## src/rtl/arc4_pkg.sv

```systemverilog
`default_nettype none
// ============================================================================
//  Module      : arc4_pkg
//  Description : Shared ARC4 definitions: KSA state encoding and default
//                S-memory depth / per-iteration cycle constants. Used by the
//                key-scheduling engine and by the PRGA / crack blocks.
//  Ports       : none (package)
//  Revision    : 1.0 - initial release
// ============================================================================
package arc4_pkg;

    // Default S-memory depth (ADDR_W = 8)
    localparam int S_DEPTH     = 256;
    // Memory cycles spent on one KSA swap iteration (RD_I..WR_J)
    localparam int ITER_CYCLES = 6;

    typedef enum logic [2:0] {
        ST_IDLE   = 3'd0,
        ST_INIT   = 3'd1,
        ST_RD_I   = 3'd2,
        ST_WAIT_I = 3'd3,
        ST_RD_J   = 3'd4,
        ST_WAIT_J = 3'd5,
        ST_WR_I   = 3'd6,
        ST_WR_J   = 3'd7
    } ksa_state_t;

endpackage : arc4_pkg
`default_nettype wire

```

## src/rtl/key_byte_sel.sv

```systemverilog
`default_nettype none
// ============================================================================
//  Module      : key_byte_sel
//  Description : Selects one byte of a multi-byte key. Byte 0 is the most
//                significant byte of i_key. Out-of-range indices return 0.
//  Ports       : i_key  [8*KEY_BYTES-1:0]  key vector
//                i_idx  [IDX_W-1:0]        byte index
//                o_byte [7:0]              selected key byte
//  Revision    : 1.0 - initial release
// ============================================================================
module key_byte_sel
    import arc4_pkg::*;
#(
    parameter int KEY_BYTES = 3,
    parameter int IDX_W     = 2
) (
    input  logic [8*KEY_BYTES-1:0] i_key,
    input  logic [IDX_W-1:0]       i_idx,
    output logic [7:0]             o_byte
);

    always_comb begin
        o_byte = 8'h00;
        for (int b = 0; b < KEY_BYTES; b++) begin
            if (i_idx == IDX_W'(b)) begin
                o_byte = i_key[8*(KEY_BYTES-1-b) +: 8];
            end
        end
    end

endmodule : key_byte_sel
`default_nettype wire

```

## src/rtl/ksa_param.sv

```systemverilog
`default_nettype none
// ============================================================================
//  Module      : ksa_param
//  Description : Parametrised ARC4 key-scheduling engine. Optionally fills
//                S[k]=k, then runs the KSA swap loop over an external
//                synchronous S memory (1-cycle read latency).
//  Ports       : clk      clock, rising edge
//                rst      synchronous active-high reset
//                en       start request, accepted when rdy=1
//                do_init  1 = run init pass first (sampled with en)
//                key      [8*KEY_BYTES-1:0] key, byte 0 = MSB
//                rdy      idle / ready for en
//                addr     [ADDR_W-1:0] S-memory address
//                rddata   [DATA_W-1:0] S-memory read data
//                wrdata   [DATA_W-1:0] S-memory write data
//                wren     S-memory write enable
//  Revision    : 1.0 - initial release
// ============================================================================
module ksa_param
    import arc4_pkg::*;
#(
    parameter int ADDR_W    = 8,
    parameter int DATA_W    = 8,
    parameter int KEY_BYTES = 3
) (
    input  logic                   clk,
    input  logic                   rst,
    input  logic                   en,
    input  logic                   do_init,
    input  logic [8*KEY_BYTES-1:0] key,
    output logic                   rdy,
    output logic [ADDR_W-1:0]      addr,
    input  logic [DATA_W-1:0]      rddata,
    output logic [DATA_W-1:0]      wrdata,
    output logic                   wren
);

    localparam int                c_IDX_W     = (KEY_BYTES > 1) ? $clog2(KEY_BYTES) : 1;
    localparam logic [ADDR_W-1:0] c_LAST      = '1;
    localparam logic [c_IDX_W-1:0] c_KIDX_LAST = c_IDX_W'(KEY_BYTES - 1);

    ksa_state_t               r_state, w_state_nxt;
    logic [ADDR_W-1:0]        r_addr, w_addr_nxt;
    logic [DATA_W-1:0]        r_wrdata, w_wrdata_nxt;
    logic                     r_wren, w_wren_nxt;
    logic [ADDR_W-1:0]        r_i, w_i_nxt;
    logic [ADDR_W-1:0]        r_j, w_j_nxt;
    logic [DATA_W-1:0]        r_si, w_si_nxt;
    logic [c_IDX_W-1:0]       r_kidx, w_kidx_nxt;
    logic [8*KEY_BYTES-1:0]   r_key, w_key_nxt;

    logic [7:0]               w_kb;
    logic [ADDR_W-1:0]        w_kb_a;
    logic [ADDR_W-1:0]        w_i_inc;
    logic [ADDR_W-1:0]        w_j_sum;

    key_byte_sel #(
        .KEY_BYTES (KEY_BYTES),
        .IDX_W     (c_IDX_W)
    ) u_key_byte_sel (
        .i_key  (r_key),
        .i_idx  (r_kidx),
        .o_byte (w_kb)
    );

    // Key byte enters the index sum at ADDR_W bits
    generate
        if (ADDR_W >= 8) begin : g_kb_ext
            assign w_kb_a = ADDR_W'(w_kb);
        end else begin : g_kb_trunc
            assign w_kb_a = w_kb[ADDR_W-1:0];
        end
    endgenerate

    assign w_i_inc = r_i + 1'b1;
    // Valid in WAIT_I, when rddata carries S[i]
    assign w_j_sum = r_j + rddata[ADDR_W-1:0] + w_kb_a;

    // Memory outputs are registered: each transition loads the addr/wrdata/
    // wren that belong to the state being entered.
    always_comb begin
        w_state_nxt  = r_state;
        w_addr_nxt   = r_addr;
        w_wrdata_nxt = r_wrdata;
        w_wren_nxt   = 1'b0;
        w_i_nxt      = r_i;
        w_j_nxt      = r_j;
        w_si_nxt     = r_si;
        w_kidx_nxt   = r_kidx;
        w_key_nxt    = r_key;

        case (r_state)
            ST_IDLE: begin
                if (en) begin
                    w_key_nxt  = key;
                    w_i_nxt    = '0;
                    w_j_nxt    = '0;
                    w_kidx_nxt = '0;
                    w_addr_nxt = '0;
                    if (do_init) begin
                        w_state_nxt  = ST_INIT;
                        w_wrdata_nxt = '0;
                        w_wren_nxt   = 1'b1;
                    end else begin
                        w_state_nxt  = ST_RD_I;
                    end
                end
            end
            ST_INIT: begin
                // r_i doubles as the init counter and wraps to 0 for the KSA
                w_i_nxt = w_i_inc;
                if (r_i == c_LAST) begin
                    w_state_nxt = ST_RD_I;
                    w_addr_nxt  = '0;
                end else begin
                    w_addr_nxt   = w_i_inc;
                    w_wrdata_nxt = DATA_W'(w_i_inc);
                    w_wren_nxt   = 1'b1;
                end
            end
            ST_RD_I: begin
                w_state_nxt = ST_WAIT_I;
            end
            ST_WAIT_I: begin
                w_si_nxt    = rddata;
                w_j_nxt     = w_j_sum;
                w_kidx_nxt  = (r_kidx == c_KIDX_LAST) ? '0 : r_kidx + 1'b1;
                w_addr_nxt  = w_j_sum;
                w_state_nxt = ST_RD_J;
            end
            ST_RD_J: begin
                w_state_nxt = ST_WAIT_J;
            end
            ST_WAIT_J: begin
                // rddata is S[j]; it goes straight out as the WR_I data
                w_addr_nxt   = r_i;
                w_wrdata_nxt = rddata;
                w_wren_nxt   = 1'b1;
                w_state_nxt  = ST_WR_I;
            end
            ST_WR_I: begin
                w_addr_nxt   = r_j;
                w_wrdata_nxt = r_si;
                w_wren_nxt   = 1'b1;
                w_state_nxt  = ST_WR_J;
            end
            ST_WR_J: begin
                w_i_nxt = w_i_inc;
                if (r_i == c_LAST) begin
                    w_state_nxt = ST_IDLE;
                end else begin
                    w_addr_nxt  = w_i_inc;
                    w_state_nxt = ST_RD_I;
                end
            end
            default: begin
                w_state_nxt = ST_IDLE;
            end
        endcase
    end

    always_ff @(posedge clk) begin
        if (rst) begin
            r_state  <= ST_IDLE;
            r_addr   <= '0;
            r_wrdata <= '0;
            r_wren   <= 1'b0;
            r_i      <= '0;
            r_j      <= '0;
            r_si     <= '0;
            r_kidx   <= '0;
            r_key    <= '0;
        end else begin
            r_state  <= w_state_nxt;
            r_addr   <= w_addr_nxt;
            r_wrdata <= w_wrdata_nxt;
            r_wren   <= w_wren_nxt;
            r_i      <= w_i_nxt;
            r_j      <= w_j_nxt;
            r_si     <= w_si_nxt;
            r_kidx   <= w_kidx_nxt;
            r_key    <= w_key_nxt;
        end
    end

    assign rdy    = (r_state == ST_IDLE);
    assign addr   = r_addr;
    assign wrdata = r_wrdata;
    assign wren   = r_wren;

endmodule : ksa_param
`default_nettype wire

```

## config.mk

```make
export PLATFORM = sky130hd
export DESIGN_NAME = ksa_param
export DESIGN_NICKNAME = d
export VERILOG_FILES = /design/src/rtl/arc4_pkg.sv /design/src/rtl/key_byte_sel.sv /design/src/rtl/ksa_param.sv
export SDC_FILE = /design/constraint.sdc
export NUM_CORES = 1
export LEC_CHECK = 0
export ABC_AREA = 1
export BUFFER_PORTS_ARGS = -buffer_cell sky130_fd_sc_hd__buf_2
export CORE_MARGIN = 5
export CORE_UTILIZATION = 51
export DETAILED_ROUTE_END_ITERATION = 7
export PLACE_DENSITY = 0.77
export SETUP_SLACK_MARGIN = 0.4
export SYNTH_ARGS = -nofsm -noshare
export SYNTH_HDL_FRONTEND = slang
export SYNTH_SLANG_ARGS = --single-unit
```

## constraint.sdc

```tcl
create_clock -name clk -period 2.52 [get_ports clk]
set_input_delay 0.378 -clock clk [delete_from_list [all_inputs] [get_ports clk]]
set_output_delay 0.378 -clock clk [all_outputs]
set_load 0.02 [all_outputs]
```

==> out/qor.txt <==
status: finished with violations
violations in the final reports: setup timing
core box area: 6790 sq um
Boundary Pins: 54
Wirelength per Cell: 15.3 um
total wire length: 10.5 mm
global routing usage on met3: 0.0521
# diodes: 0
Initial DRC Count: 279
hold buffers post-CTS: 0
number of placement rows: 30
leakage power: 2.01 nW
Finished Cell Area: 4530 sq um
Initial Util: 0.526
Setup CP Type: reg2reg
chip height: 93.7 um
reg2reg setup slack: -0.09 ns
Synth Area per Inst: 6.94 sq um
RSZ-0062 raised after global routing: true
placer congestion estimate: 0.928
Worst-Skew Late Latency: 0.36 ns
placed insts: 665
vias: 3759
met2 usage: 0.404
Finish-stage setup viols: 6
fin. max-slew vios: 0
Crit. End Element: flip-flop
syn nets: 566
Post-DRT Antenna Nets: 0
port bufs: 53
CTS root buffer: clkbuf_8
Final period util: 1.04
Yosys Warn Count: 0
Tmin final: 2.61 ns
fin cells: 686
share of post-route cells with drive strength above 1: 0.244
pin count of the biggest net entering global routing: 40
post-synthesis sequential area ratio: 0.392
Slew Limit Headroom: 0.454
critical path data arrival time: 2.90 ns
Required @ worst endpoint: 2.81 ns
Hold Vio Cnt, Final: 0
synthesized instance count: 515
Final Worst Setup Slack: -0.0916 ns
FMAX: 383 MHz
hold_ws: 0.237 ns
drt pass-1 iters: 6
pre-CTS setup slack: -0.0961 ns
first-pass GRT wire length: 16.4 mm
number of global-route vias before repair: 3469
maximum clock path buffer count: 2
Util after Layout: 0.667
number of antenna violations at the first check in global routing: 0
Tot Pwr: 3.27 mW
Peak VDD IR: 0.430 mV
Placed Area: 4040 sq um
DP HPWL: 7.36 mm
PwrDens: 722 nW/um^2
Slew @ Worst Pin: 0.818 ns
NumNets Final: 636
Die X: 93.7 um
Tot GR Track Use: 0.242
H-tree depth: 3
GRT busiest layer: met2
CTS tree: yes
die area: 8780 sq um
Post-Syn Area: 3570 sq um
Critical Path Start Type: flip-flop
flops & latches, synth: 70
met1 Use GR: 0.299
Clock Pin Slew Worst Setup and Hold Paths: 0.08 ns
crit-path max FO: 4
total negative setup slack: -0.254 ns
DRC: 0
synth unique cells: 31
Via density: 5.48
worst hold path type: in2reg
total grt overflow: 0
CTS Buf Count: 9
synthesis-to-layout area growth: 26.9%
Setup Skew: 0.0104 ns
max cap viols: 0
clk sink count: 70
-- flip-flops by register name, indices dropped and copies added, names as in the netlist --
name	flops
addr	8
r_j	8
r_state	3
r_kidx	2
r_key	24
r_si	8
r_i	8
wren	1
wrdata	8
-- critical path, stage by stage, from the launching register on --
cell and delay (ns):
dfxtp_4 0.40, inv_4 0.06, nor2_4 0.08, inv_2 0.06, o22ai_2 0.13, a21oi_2 0.06
fa_1 0.48, inv_1 0.04, ha_2 0.19, fa_2 0.39, nand3_2 0.10, nand3_2 0.07
a21oi_1 0.14, o21ai_1 0.11, nand3_1 0.08, nand2_1 0.05, a21oi_1 0.11
-- cells in the final DEF, fill, tap and decap left out, types with 2 or more instances in the layout --
master      synthesis  layout
nand2_1           133     127
dfxtp_1            70      68
inv_1              58      53
nor2_1             56      53
buf_2               5      53
a21oi_1            55      51
o21ai_0            46      43
buf_4               0      18
nand3_1            23      17
clkbuf_8            0       9
nand2_2             1       7
inv_2               4       6
nand3_2             0       6
fa_1                8       6
nor2_2              5       5
nor2_4              1       4
a21oi_2             0       4
o21ai_1             1       4
ha_4                0       4
inv_4               0       3
o221ai_4            0       3
a221oi_1            4       3
nand4_1             3       3
o221ai_2            0       2
a22o_1              2       2
o21bai_1            2       2
o211ai_1            2       2
o2111ai_1           3       2
nor3_1              2       2
fa_2                0       2
ha_2                0       2
clkinv_4            0       2
clkinvlp_4          0       2
inv_6               0       2
buf_6               0       2
dfxtp_4             0       2
-- routing by layer --
metal  up-vias  routed length (um)
met3        30                 790
met5         -                   0
li1       1819                   -
met1      1750                4350
met4         0                 257
met2       160                5100
-- Yosys cell counts (all sizes together) --
master / n / area, sq um
xor2: 1 / 8.76
o21bai: 2 / 15.0
a31oi: 1 / 6.26
nor3: 2 / 10.0
o211ai: 2 / 15.0
a22o: 2 / 17.5
dfxtp: 70 / 1400
o22ai: 2 / 12.5
clkinv: 1 / 3.75
a221oi: 4 / 35.0
a21oi: 55 / 275
o2111ai: 3 / 26.3
clkbuf: 10 / 37.5
ha: 7 / 87.6
fa: 8 / 160
buf: 5 / 25.0
nor2: 62 / 253
a21o: 1 / 7.51
o21ai: 47 / 235
o221ai: 6 / 52.6
nand2: 134 / 505
a211oi: 1 / 7.51
inv: 62 / 233
nand4: 3 / 18.8
nand3: 23 / 115
a41oi: 1 / 8.76
-- layout make-up --
type                            instances  area, sq um
Fill cell                             567         2260
Inverter                               63          244
Timing Repair Buffer                   74          443
Clock buffer                            9          124
Clock inverter                          7         80.1
Tap cell                               96          120
Multi-Input combinational cell        367         2110
Sequential cell                        70         1410
-- worst paths after layout --
check | startpoint | end | cells past startpoint
setup / recovery | r_kidx[1] | addr[5] | 16
hold / removal | key[16] | r_key[16] | 3
setup reg to reg | r_kidx[1] | addr[5] | 16
hold reg to reg | wrdata[0] | wrdata[0] | 2
-- logic make-up after synthesis --
logic type,Yosys count,share of synthesized area
compound gates,127,0.200
xor+xnor,1,0.00245
fa+ha+maj,15,0.0693
buf+inv,78,0.0837
flops,70,0.392
simple gates,224,0.252
-- report_power, final --
group / switching [mW] / internal (mW) / leakage, nW / total [mW]
clock network: 0.468 / 0.466 / 0.0964 / 0.935
registers: 0.0710 / 1.22 / 0.572 / 1.29
logic: 0.658 / 0.394 / 1.34 / 1.05
total: 1.20 / 2.08 / 2.01 / 3.27
-- repair_timing --
action                     in CTS  in global routing
setup buffers                   4                  1
setup endpoints to repair      13                 14
resized for setup              33                 17
pin swaps                      14                 11
Power figures use the tool's default switching activity.
